`config.mk`:
```
export PLATFORM = sky130hd
export DESIGN_NAME = add_sub_unit
export DESIGN_NICKNAME = d
export VERILOG_FILES = /design/src/rtl/add_sub_pkg.sv /design/src/rtl/add_sub_unit_ripple_adder.sv /design/src/rtl/add_sub_unit.sv
export SDC_FILE = /design/constraint.sdc
export NUM_CORES = 1
export LEC_CHECK = 0
export ABC_AREA = 1
export BUFFER_PORTS_ARGS = -buffer_cell sky130_fd_sc_hd__clkbuf_2
export CORE_MARGIN = 8
export CORE_UTILIZATION = 41
export DETAILED_ROUTE_END_ITERATION = 10
export PLACE_DENSITY = 0.79
export SYNTH_ARGS = -nofsm -noshare
export SYNTH_HDL_FRONTEND = slang
export SYNTH_HIERARCHICAL = 1
export SYNTH_SLANG_ARGS = --single-unit
```
`constraint.sdc`:
```
create_clock -name clk -period 0.8 [get_ports clk]
set_input_delay 0.16 -clock clk [delete_from_list [all_inputs] [get_ports clk]]
set_output_delay 0.16 -clock clk [all_outputs]
set_load 0.1 [all_outputs]
```
`src/rtl/add_sub_pkg.sv`:
```
// Shared definitions for the registered two's-complement adder/subtractor.
// The op encoding matches the sub1_add0 control bit; result_t is wide enough for any legal width.
package add_sub_pkg;

  localparam logic OP_ADD = 1'b0;
  localparam logic OP_SUB = 1'b1;

  localparam int MAX_WIDTH = 64;

  typedef struct packed {
    logic [MAX_WIDTH-1:0] y;
    logic                 cout;
    logic                 overflow;
    logic                 zero;
  } result_t;

endpackage

```
`src/rtl/add_sub_unit_ripple_adder.sv`:
```
// Combinational ripple-carry adder: {cout_o, sum_o} = a_i + b_i + cin_i.
// Each stage owns its carry-in so the chain is a set of distinct nets rather than one self-referencing vector.
module ripple_adder #(
  parameter int BitWidth = 8
) (
  input  logic [BitWidth-1:0] a_i,
  input  logic [BitWidth-1:0] b_i,
  input  logic                cin_i,
  output logic [BitWidth-1:0] sum_o,
  output logic                cout_o
);

  for (genvar i = 0; i < BitWidth; i++) begin : g_fa
    logic c_in;
    logic c_out;

    if (i == 0) begin : g_first
      assign c_in = cin_i;
    end else begin : g_chain
      assign c_in = g_fa[i-1].c_out;
    end

    assign sum_o[i] = a_i[i] ^ b_i[i] ^ c_in;
    assign c_out    = (a_i[i] & b_i[i]) | (c_in & (a_i[i] ^ b_i[i]));
  end

  assign cout_o = g_fa[BitWidth-1].c_out;

endmodule

```
`src/rtl/add_sub_unit.sv`:
```
// Registered adder/subtractor: y/cout = a +/- b one clock after in_valid.
// Define ADD_SUB_FLAGS_EN to add the registered signed-overflow and zero flag ports.
module add_sub_unit
  import add_sub_pkg::*;
#(
  parameter int BitWidth = 8
) (
  input  logic                clk,
  input  logic                rst_n,
  input  logic                in_valid,
  input  logic [BitWidth-1:0] a,
  input  logic [BitWidth-1:0] b,
  input  logic                sub1_add0,
  output logic                out_valid,
  output logic [BitWidth-1:0] y,
`ifdef ADD_SUB_FLAGS_EN
  output logic                overflow,
  output logic                zero,
`endif
  output logic                cout
);

  localparam int MSB = BitWidth - 1;

  logic                is_sub;
  logic [BitWidth-1:0] b_eff;
  logic [BitWidth-1:0] sum;
  logic                sum_cout;

  // Subtraction is a + ~b + 1, so the op bit doubles as the carry-in.
  assign is_sub = (sub1_add0 == OP_SUB);
  assign b_eff  = is_sub ? ~b : b;

  ripple_adder #(
    .BitWidth(BitWidth)
  ) u_adder (
    .a_i   (a),
    .b_i   (b_eff),
    .cin_i (is_sub),
    .sum_o (sum),
    .cout_o(sum_cout)
  );

  logic                valid_q, valid_d;
  logic [BitWidth-1:0] y_q,     y_d;
  logic                cout_q,  cout_d;

  // NOTE: every always_comb output gets a default first so no path leaves it unassigned (no latch).
  always_comb begin
    valid_d = in_valid;
    y_d     = y_q;
    cout_d  = cout_q;
    if (in_valid) begin
      y_d    = sum;
      cout_d = sum_cout;
    end
  end

  // NOTE: sequential state uses non-blocking assignments so all registers update from pre-edge values.
  always_ff @(posedge clk or negedge rst_n) begin
    if (!rst_n) begin
      valid_q <= 1'b0;
      y_q     <= '0;
      cout_q  <= 1'b0;
    end else begin
      valid_q <= valid_d;
      y_q     <= y_d;
      cout_q  <= cout_d;
    end
  end

  assign out_valid = valid_q;
  assign y         = y_q;
  assign cout      = cout_q;

`ifdef ADD_SUB_FLAGS_EN
  logic ovf_q,  ovf_d;
  logic zero_q, zero_d;

  // Overflow: operands agree in sign but the result does not.
  always_comb begin
    ovf_d  = ovf_q;
    zero_d = zero_q;
    if (in_valid) begin
      ovf_d  = (a[MSB] == b_eff[MSB]) && (sum[MSB] != a[MSB]);
      zero_d = (sum == '0);
    end
  end

  always_ff @(posedge clk or negedge rst_n) begin
    if (!rst_n) begin
      ovf_q  <= 1'b0;
      zero_q <= 1'b0;
    end else begin
      ovf_q  <= ovf_d;
      zero_q <= zero_d;
    end
  end

  assign overflow = ovf_q;
  assign zero     = zero_q;
`else
  // MSB is only needed by the flag logic.
  localparam int UnusedMsb = MSB;
`endif

endmodule

```
==> results of run 1 <==
==> cells by family (layout without fill, tap and decap cells) <==
| kind of cell | after synthesis | in the layout | synth area share |
|---|---|---|---|
| flip-flops | 10 | 10 | 0.358 |
| adder cells (fa/ha/maj) | 8 | 8 | 0.229 |
| buffers and inverters | 22 | 60 | 0.140 |
| AND/OR/NAND/NOR | 51 | 51 | 0.274 |
==> layout make-up <==
class	count	area, um2	area share
Clock buffer	4	36.3	0.0304
Sequential cell	10	284	0.238
Tap cell	17	21.3	0.0178
Timing Repair Buffer	36	377	0.316
Multi-Input combinational cell	59	392	0.328
Inverter	20	82.6	0.0693
==> cell usage after synthesis <==
library cell   n  share of area
buf_6          2          0.032
dfrtp_1       10           0.36
fa_1           8           0.23
inv_1         18          0.097
inv_2          2          0.011
nand2_1       51           0.27
==> registers in the layout, summed over array words and instances (netlist names) <==
name / count
y: 8
cout: 1
out_valid: 1
==> metal layers <==
| layer | part of all wire | up-vias |
|---|---|---|
| li1 | - | 330 |
| met1 | 0.41 | 294 |
| met2 | 0.49 | 27 |
| met3 | 0.077 | 5 |
| met4 | 0.020 | 0 |
| met5 | 0 | - |
==> path summary, 6_finish.rpt <==
path / start / end / slack (ns) / cells after the start
max: sub1_add0 / y[7] / -2.38 / 17
max reg2reg: y[5] / y[5] / -0.06 / 3
min reg2reg: y[7] / y[7] / 0.55 / 2
min in group asynchronous: rst_n / y[4] / 0.29 / 2
max in group asynchronous: rst_n / y[3] / 0.29 / 2
min: in_valid / out_valid / 0.14 / 1
==> power groups by stage <==
stage,clock (mW),combinational [mW],sequential [mW]
after floorplan,0,0.277,1.41
after global routing,0.483,1.68,0.765
after global placement,0,1.47,0.761
after detailed placement,0,1.51,0.767
after CTS,0.464,1.53,0.757
final,0.450,1.60,0.754
==> repair_timing <==
item / in CTS / in global routing
endpoints found under the hold margin: 10 / 0
hold buffers: 1 / 0
resized for setup: 6 / 5
setup endpoints to repair: 19 / 19
pin swaps: 6 / 3
buffers inserted: 0 / 4
==> critical path, stage by stage <==
cell and delay (ns):
clkbuf_16 0.14, nand2_4 0.07, nand2_4 0.04, fa_2 0.35, inv_2 0.06, fa_2 0.18
inv_2 0.04, fa_2 0.34, fa_2 0.35, fa_2 0.35, fa_2 0.35, fa_2 0.34
inv_2 0.06, fa_1 0.39, inv_1 0.06, nand2_1 0.04, nand2_1 0.07
==> results.sh, run 1 <==
export IMPL_grt_pass1_wl_um=2820
export IMPL_dp_cells=137
export IMPL_p_switching_mw=1.27
export IMPL_start_kind="input pin"
export IMPL_fmax_mhz=314
export IMPL_power_leakage_nw=0.660
export IMPL_grt_use_met2=0.184
export IMPL_worstSetupPathType="in2reg"
export IMPL_core_area_um2=1670
export IMPL_seqPwrFrac=0.269
export IMPL_io_pins=30
export IMPL_path_clk_slew_ns=0.06
export IMPL_post_route_period_util=3.98
export IMPL_drive_gt1_frac=0.504
export IMPL_dp_hpwl_um=1350
export IMPL_start_util=0.419
export IMPL_power_share_clock=0.161
export IMPL_areaGrowthSynthToFinish_pct=70.5
export IMPL_finalPower_mw=2.80
export IMPL_die_h_um=57.3
export IMPL_antenna_cells=0
export IMPL_max_slew_margin_rel=0.844
export IMPL_ant_nets=0
export IMPL_p_int_mw=1.53
export IMPL_htreeDepth=1
export IMPL_tns_ns=-14.65
export IMPL_violations="setup timing"
export IMPL_place_area_um2=1070
export IMPL_netSwitchingFraction=0.452
export IMPL_instances_no_fill=146
export IMPL_layout_commonest_cell="nand2_1"
export IMPL_ir_drop_v=0.00112
export IMPL_nets=158
export IMPL_end_kind="register"
export IMPL_die_w_um=57.3
export IMPL_fillers=122
export IMPL_gr_total_overflow=0
export IMPL_wl_per_cell_um=11.5
export IMPL_clock_sinks=10
export IMPL_portBuffers=29
export IMPL_final_util=0.714
export IMPL_cp_max_fo=3
export IMPL_cts_buffers_inserted=3
export IMPL_whs_ns=0.141
export IMPL_viasPerCell=4.49
export IMPL_synthCells=91
export IMPL_rsz0062_at_grt="yes"
export IMPL_grt_max_degree=12
export IMPL_worstSkewPairLatency_ns=0.27
export IMPL_synth_distinct_cells=6
export IMPL_cts_tree="built"
export IMPL_status="finished with violations"
export IMPL_drv_cap=0
export IMPL_layout_common_cells="nand2_1 (48), clkbuf_2 (17), inv_1 (13), buf_12 (10), dfrtp_4 (9)"
export IMPL_rows=15
export IMPL_setup_viol=19
export IMPL_dieArea_um2=3280
export IMPL_antenna_found_initial=0
export IMPL_fin_area_um2=1190
export IMPL_synth_seq_area_share=0.358
export IMPL_track_usage=0.110
export IMPL_vias=656
export IMPL_clk_path_buf_depth=2
export IMPL_fin_ws_ns=-2.38
export IMPL_power_density_nw_per_um2=2350
export IMPL_combinationalPowerShare=0.570
export IMPL_gr_usage_met3=0.0426
export IMPL_cp_required_ns=1.01
export IMPL_syn_area_per_cell_um2=7.69
export IMPL_grt_met1_usage=0.116
export IMPL_routed_wl_um=1680
export IMPL_finalCriticalPeriod_ns=3.18
export IMPL_yosysWarnings=6
export IMPL_drtPass1Iterations=4
export IMPL_pre_cts_ws_ns=-2.71
export IMPL_drc=0
export IMPL_synth_seq_cells=10
export IMPL_synth_fp_nets=119
export IMPL_drt_iter0_drc=15
export IMPL_grt_busiest_layer="met2"
export IMPL_place_congestion=0.816
export IMPL_cts_root_buf="clkbuf_4"
export IMPL_hold_viol=0
export IMPL_grt_pass1_vias=678
export IMPL_arrival_ns=3.39
export IMPL_skew_ns=0
export IMPL_final_max_slew_viol_count=0
export IMPL_hold_path_class="in2reg"
export IMPL_netlist_area_um2=699
export IMPL_worst_slew_pin_slew_ns=0.235
Note: power is estimated with default switching activity, not from simulation.
==> run 2, diff against run 1 <==
--- a/config.mk
+++ b/config.mk
@@ -7,7 +7,6 @@
 export LEC_CHECK = 0
 export ABC_AREA = 1
 export BUFFER_PORTS_ARGS = -buffer_cell sky130_fd_sc_hd__clkbuf_2
-export CORE_MARGIN = 8
 export CORE_UTILIZATION = 41
 export DETAILED_ROUTE_END_ITERATION = 10
 export PLACE_DENSITY = 0.79
==> constraint.sdc (replaced) <==
create_clock -name clk -period 2.8 [get_ports clk]
set_input_delay 0.56 -clock clk [delete_from_list [all_inputs] [get_ports clk]]
set_output_delay 0.56 -clock clk [all_outputs]
set_load 0.1 [all_outputs]
==> results.sh, run 2 (synthesized netlist as in run 1, its figures left out) <==
export IMPL_status="finished with violations"
export IMPL_violations="setup timing"
export IMPL_cts_buffers_inserted=3
export IMPL_vias=627
export IMPL_layout_commonest_cell="nand2_1"
export IMPL_clk_path_buf_depth=2
export IMPL_worst_slew_pin_slew_ns=0.543
export IMPL_areaGrowthSynthToFinish_pct=37.6
export IMPL_post_route_period_util=1.30
export IMPL_hold_viol=0
export IMPL_critPathTopFamily="adder cells"
export IMPL_final_max_slew_viol_count=0
export IMPL_gr_total_overflow=0
export IMPL_clock_sinks=10
export IMPL_max_slew_margin_rel=0.639
export IMPL_worstSkewPairLatency_ns=0.26
export IMPL_grt_pass1_vias=622
export IMPL_r2r_start="y[0]"
export IMPL_routed_wl_um=1400
export IMPL_critical_path_buf_inv_count=6
export IMPL_drive_gt1_frac=0.411
export IMPL_fin_area_um2=962
export IMPL_core_area_um2=1540
export IMPL_power_density_nw_per_um2=650
export IMPL_nets=154
export IMPL_largest_reg_flops=8
export IMPL_fin_ws_ns=-0.841
export IMPL_place_area_um2=890
export IMPL_viasPerCell=4.48
export IMPL_dp_hpwl_um=1220
export IMPL_io_pins=30
export IMPL_grt_pass1_wl_um=2460
export IMPL_die_w_um=43.3
export IMPL_rsz0062_at_grt="yes"
export IMPL_wl_per_cell_um=9.99
export IMPL_cts_hold_buffers=0
export IMPL_crit_top_cell="fa_2"
export IMPL_end_kind="register"
export IMPL_ant_nets=0
export IMPL_fmax_mhz=275
export IMPL_hold_path_class="in2async"
export IMPL_drv_cap=0
export IMPL_ir_drop_v=0.000296
export IMPL_r2r_end="y[0]"
export IMPL_drtPass1Iterations=2
export IMPL_die_h_um=43.3
export IMPL_htreeDepth=1
export IMPL_path_clk_slew_ns=0.06
export IMPL_antenna_cells=0
export IMPL_dieArea_um2=1870
export IMPL_drc=0
export IMPL_portBuffers=29
export IMPL_arrival_ns=3.84
export IMPL_antenna_found_initial=0
export IMPL_crit_start="sub1_add0"
export IMPL_finalCriticalPeriod_ns=3.64
export IMPL_drt_iter0_drc=5
export IMPL_grt_max_degree=12
export IMPL_cp_max_fo=3
export IMPL_cts_tree="built"
export IMPL_start_util=0.454
export IMPL_whs_ns=0.153
export IMPL_rows=14
export IMPL_crit_slowest_cell="fa_1"
export IMPL_cts_root_buf="clkbuf_4"
export IMPL_tns_ns=-2.05
export IMPL_reg2reg_depth=2
export IMPL_power_leakage_nw=0.596
export IMPL_worstSetupPathType="in2reg"
export IMPL_finalPower_uw=626
export IMPL_cp_cell_sequence="clkbuf_16 > inv_8 > nand2_4 > nand2_2 > fa_2 > inv_2 > fa_2 > inv_2 > fa_2 > fa_2 > fa_2 > fa_2 > fa_2 > inv_2 > fa_1 > inv_1 > nand2_1 > nand2_1"
export IMPL_setup_viol=4
export IMPL_place_congestion=0.722
export IMPL_skew_ns=0
export IMPL_cp_required_ns=3.00
export IMPL_track_usage=0.177
export IMPL_r2r_setup_slack_ns=2.20
export IMPL_start_kind="input pin"
export IMPL_layout_common_cells="nand2_1 (48), clkbuf_2 (27), inv_1 (14), dfrtp_1 (10), fa_2 (7)"
export IMPL_cp_slowest_stage_delay_ns=0.41
==> run 2: cell types whose count changed in the layout (fill, tap and decap cells not counted), sizes merged <==
cell / previous run / this run
buf: 17 / 3
clkbuf: 22 / 32
dlygate4sd3: 1 / 0
==> run 2: through the flow <==
stage,utilization,std cells,setup slack [ns]
floorplan,-,91,-0.944
global placement,0.577,136,-1.08
detailed placement,0.577,136,-1.16
CTS,0.621,140,-0.827
global route,0.624,140,-0.934
finish,0.624,140,-0.841
==> run 2: final cells by class <==
class | count | area [um2]
fillers | 150 | 579
multi-input cells | 59 | 387
flip-flops and latches | 10 | 250
repair buffers | 32 | 200
inverters | 20 | 82.6
clock buffers | 3 | 22.5
well taps | 16 | 20.0
==> run 2: routing by layer <==
layer	vias up	GRT usage	share of wire
met5	-	0	0
met3	2	0.0255	0.067
met4	0	0.0727	0.014
li1	322	-	-
met1	275	0.218	0.41
met2	28	0.307	0.51
==> run 2: worst max-delay path by stage <==
stage	to	slack, ns	cells past startpoint
3_3_place_gp	y[7]	-1.08	16
3_5_place_dp	y[7]	-1.16	16
2_1_floorplan	y[7]	-0.94	18
6_report	y[7]	-0.84	18
4_1_cts	y[7]	-0.83	18
5_1_grt	y[7]	-0.93	18
==> run 2: timing repair <==
item / in CTS / in global routing
gates resized for setup: 7 / 1
setup endpoints to repair: 4 / 4
pin swaps: 2 / 1
buffers inserted: 1 / 0
==> run 2: power by group <==
group / switching, mW / internal [mW] / total [mW]
combinational: 0.276 / 0.0726 / 0.349
sequential: 0.0134 / 0.171 / 0.185
clock: 0.0428 / 0.0493 / 0.0921
total: 0.333 / 0.293 / 0.626
==> run 3, diff against run 2 <==
--- a/config.mk
+++ b/config.mk
@@ -14,3 +14,4 @@
 export SYNTH_HDL_FRONTEND = slang
 export SYNTH_HIERARCHICAL = 1
 export SYNTH_SLANG_ARGS = --single-unit
+export TNS_END_PERCENT = 50
==> results.sh, run 3 (synthesized netlist as in run 1, its figures left out) <==
export IMPL_fillers=158
export IMPL_areaGrowthSynthToFinish_pct=34.5
export IMPL_gr_total_overflow=0
export IMPL_drt_iter0_drc=15
export IMPL_cts_root_buf="clkbuf_4"
export IMPL_vias=620
export IMPL_final_util=0.610
export IMPL_violations="setup timing"
export IMPL_finalCriticalPeriod_ns=3.63
export IMPL_grt_max_degree=12
export IMPL_viasPerCell=4.40
export IMPL_core_area_um2=1540
export IMPL_power_density_nw_per_um2=663
export IMPL_cts_buffers_inserted=3
export IMPL_ant_nets=0
export IMPL_path_clk_slew_ns=0.06
export IMPL_regArea_um2=250
export IMPL_worstSetupPathType="in2reg"
export IMPL_end_kind="register"
export IMPL_cp_slowest_stage_delay_ns=0.44
export IMPL_cp_max_fo=4
export IMPL_instances_no_fill=141
export IMPL_max_slew_margin_rel=0.642
export IMPL_fmax_mhz=275
export IMPL_place_congestion=0.748
export IMPL_dp_cells=137
export IMPL_layout_common_cells="nand2_1 (48), clkbuf_2 (27), inv_1 (12), dfrtp_1 (10), fa_2 (8)"
export IMPL_routed_wl_um=1300
export IMPL_r2r_end="y[3]"
export IMPL_htreeDepth=1
export IMPL_cp_required_ns=2.99
export IMPL_drive_gt1_frac=0.440
export IMPL_post_route_period_util=1.30
export IMPL_place_area_um2=885
export IMPL_drtPass1Iterations=3
export IMPL_layout_commonest_cell="nand2_1"
export IMPL_fin_ws_ns=-0.831
export IMPL_portBuffers=29
export IMPL_antenna_cells=0
export IMPL_largest_reg_flops=8
export IMPL_r2r_setup_slack_ns=2.19
export IMPL_crit_slowest_cell="fa_2"
export IMPL_wl_per_cell_um=9.24
export IMPL_crit_top_cell="fa_2"
export IMPL_grt_pass1_vias=562
export IMPL_dp_hpwl_um=1080
export IMPL_antenna_found_initial=0
export IMPL_worst_slew_pin_slew_ns=0.539
export IMPL_clk_path_buf_depth=2
export IMPL_drv_cap=0
export IMPL_final_max_slew_viol_count=0
export IMPL_skew_ns=0
export IMPL_fin_area_um2=941
export IMPL_gr_usage_met3=0.0255
export IMPL_nets=155
export IMPL_die_w_um=43.3
export IMPL_clock_sinks=10
export IMPL_grt_pass1_wl_um=2110
export IMPL_power_leakage_nw=0.580
export IMPL_grt_use_met2=0.269
export IMPL_r2r_start="y[3]"
export IMPL_io_pins=30
export IMPL_drc=0
export IMPL_start_kind="input pin"
export IMPL_start_util=0.454
export IMPL_die_h_um=43.3
export IMPL_grt_met1_usage=0.178
export IMPL_reg2reg_depth=2
export IMPL_rows=14
export IMPL_dieArea_um2=1870
export IMPL_track_usage=0.155
export IMPL_grt_busiest_layer="met2"
export IMPL_hold_path_class="in2async"
export IMPL_cp_cell_sequence="buf_8 > inv_4 > nand2_2 > nand2_2 > fa_2 > inv_2 > fa_2 > inv_2 > fa_2 > fa_2 > fa_2 > fa_2 > fa_2 > inv_2 > fa_2 > inv_2 > nand2_1 > nand2_1"
export IMPL_worstSkewPairLatency_ns=0.25
export IMPL_hold_viol=0
export IMPL_arrival_ns=3.83
export IMPL_rsz0062_at_grt="yes"
export IMPL_multi_input_area_um2=379
export IMPL_setup_viol=4
export IMPL_cts_tree="built"
export IMPL_status="finished with violations"
export IMPL_ir_drop_v=0.000257
## run 3: through the flow
step	power (mW)	hold slack, ns	TNS [ns]	worst slack, ns
detailed placement	0.527	0.433	-3.36	-1.15
floorplan	0.461	0.264	-2.66	-0.963
finish	0.624	0.152	-1.93	-0.831
CTS	0.624	0.152	-2.03	-0.843
global placement	0.519	0.426	-3.12	-1.08
global route	0.665	0.157	-2.25	-0.927
## run 3: power breakdown
part           total [mW]  internal [mW]  switching, mW
Clock              0.0914         0.0493         0.0421
Combinational       0.347         0.0719          0.275
Sequential          0.185          0.171         0.0137
## run 3: final cells by class
cell class                 count  area share
clock buffer                   3      0.0239
inverter                      20      0.0824
multi-input combinational     59       0.403
sequential                    10       0.266
tap                           16      0.0213
timing repair buffer          33       0.203
## run 3: worst max-delay path by stage
| stage | startpoint | to | slack [ns] |
|---|---|---|---|
| after CTS | sub1_add0 | y[7] | -0.84 |
| after global routing | sub1_add0 | y[7] | -0.93 |
| after global placement | sub1_add0 | y[7] | -1.08 |
| after floorplan | sub1_add0 | y[7] | -0.96 |
| final | sub1_add0 | y[7] | -0.83 |
| after detailed placement | sub1_add0 | y[7] | -1.15 |
## run 3: metal layers
metal / wire length (um) / share of wire
met5: 0 / 0
met4: 8 / 0.0061
met3: 75 / 0.058
met2: 681 / 0.52
met1: 537 / 0.41
## run 3: what timing repair did
action,4_1_cts,5_1_grt
setup buffers,0,1
hold buffers,0,0
endpoints found under the setup margin,4,4
gates resized for setup,2,9
pin swaps,2,2
## run 3: critical path, delay by kind of cell
family,cells,cell delay (ns)
fa+ha+maj,8,2.70
simple gates,4,0.22
buf+inv,6,0.34
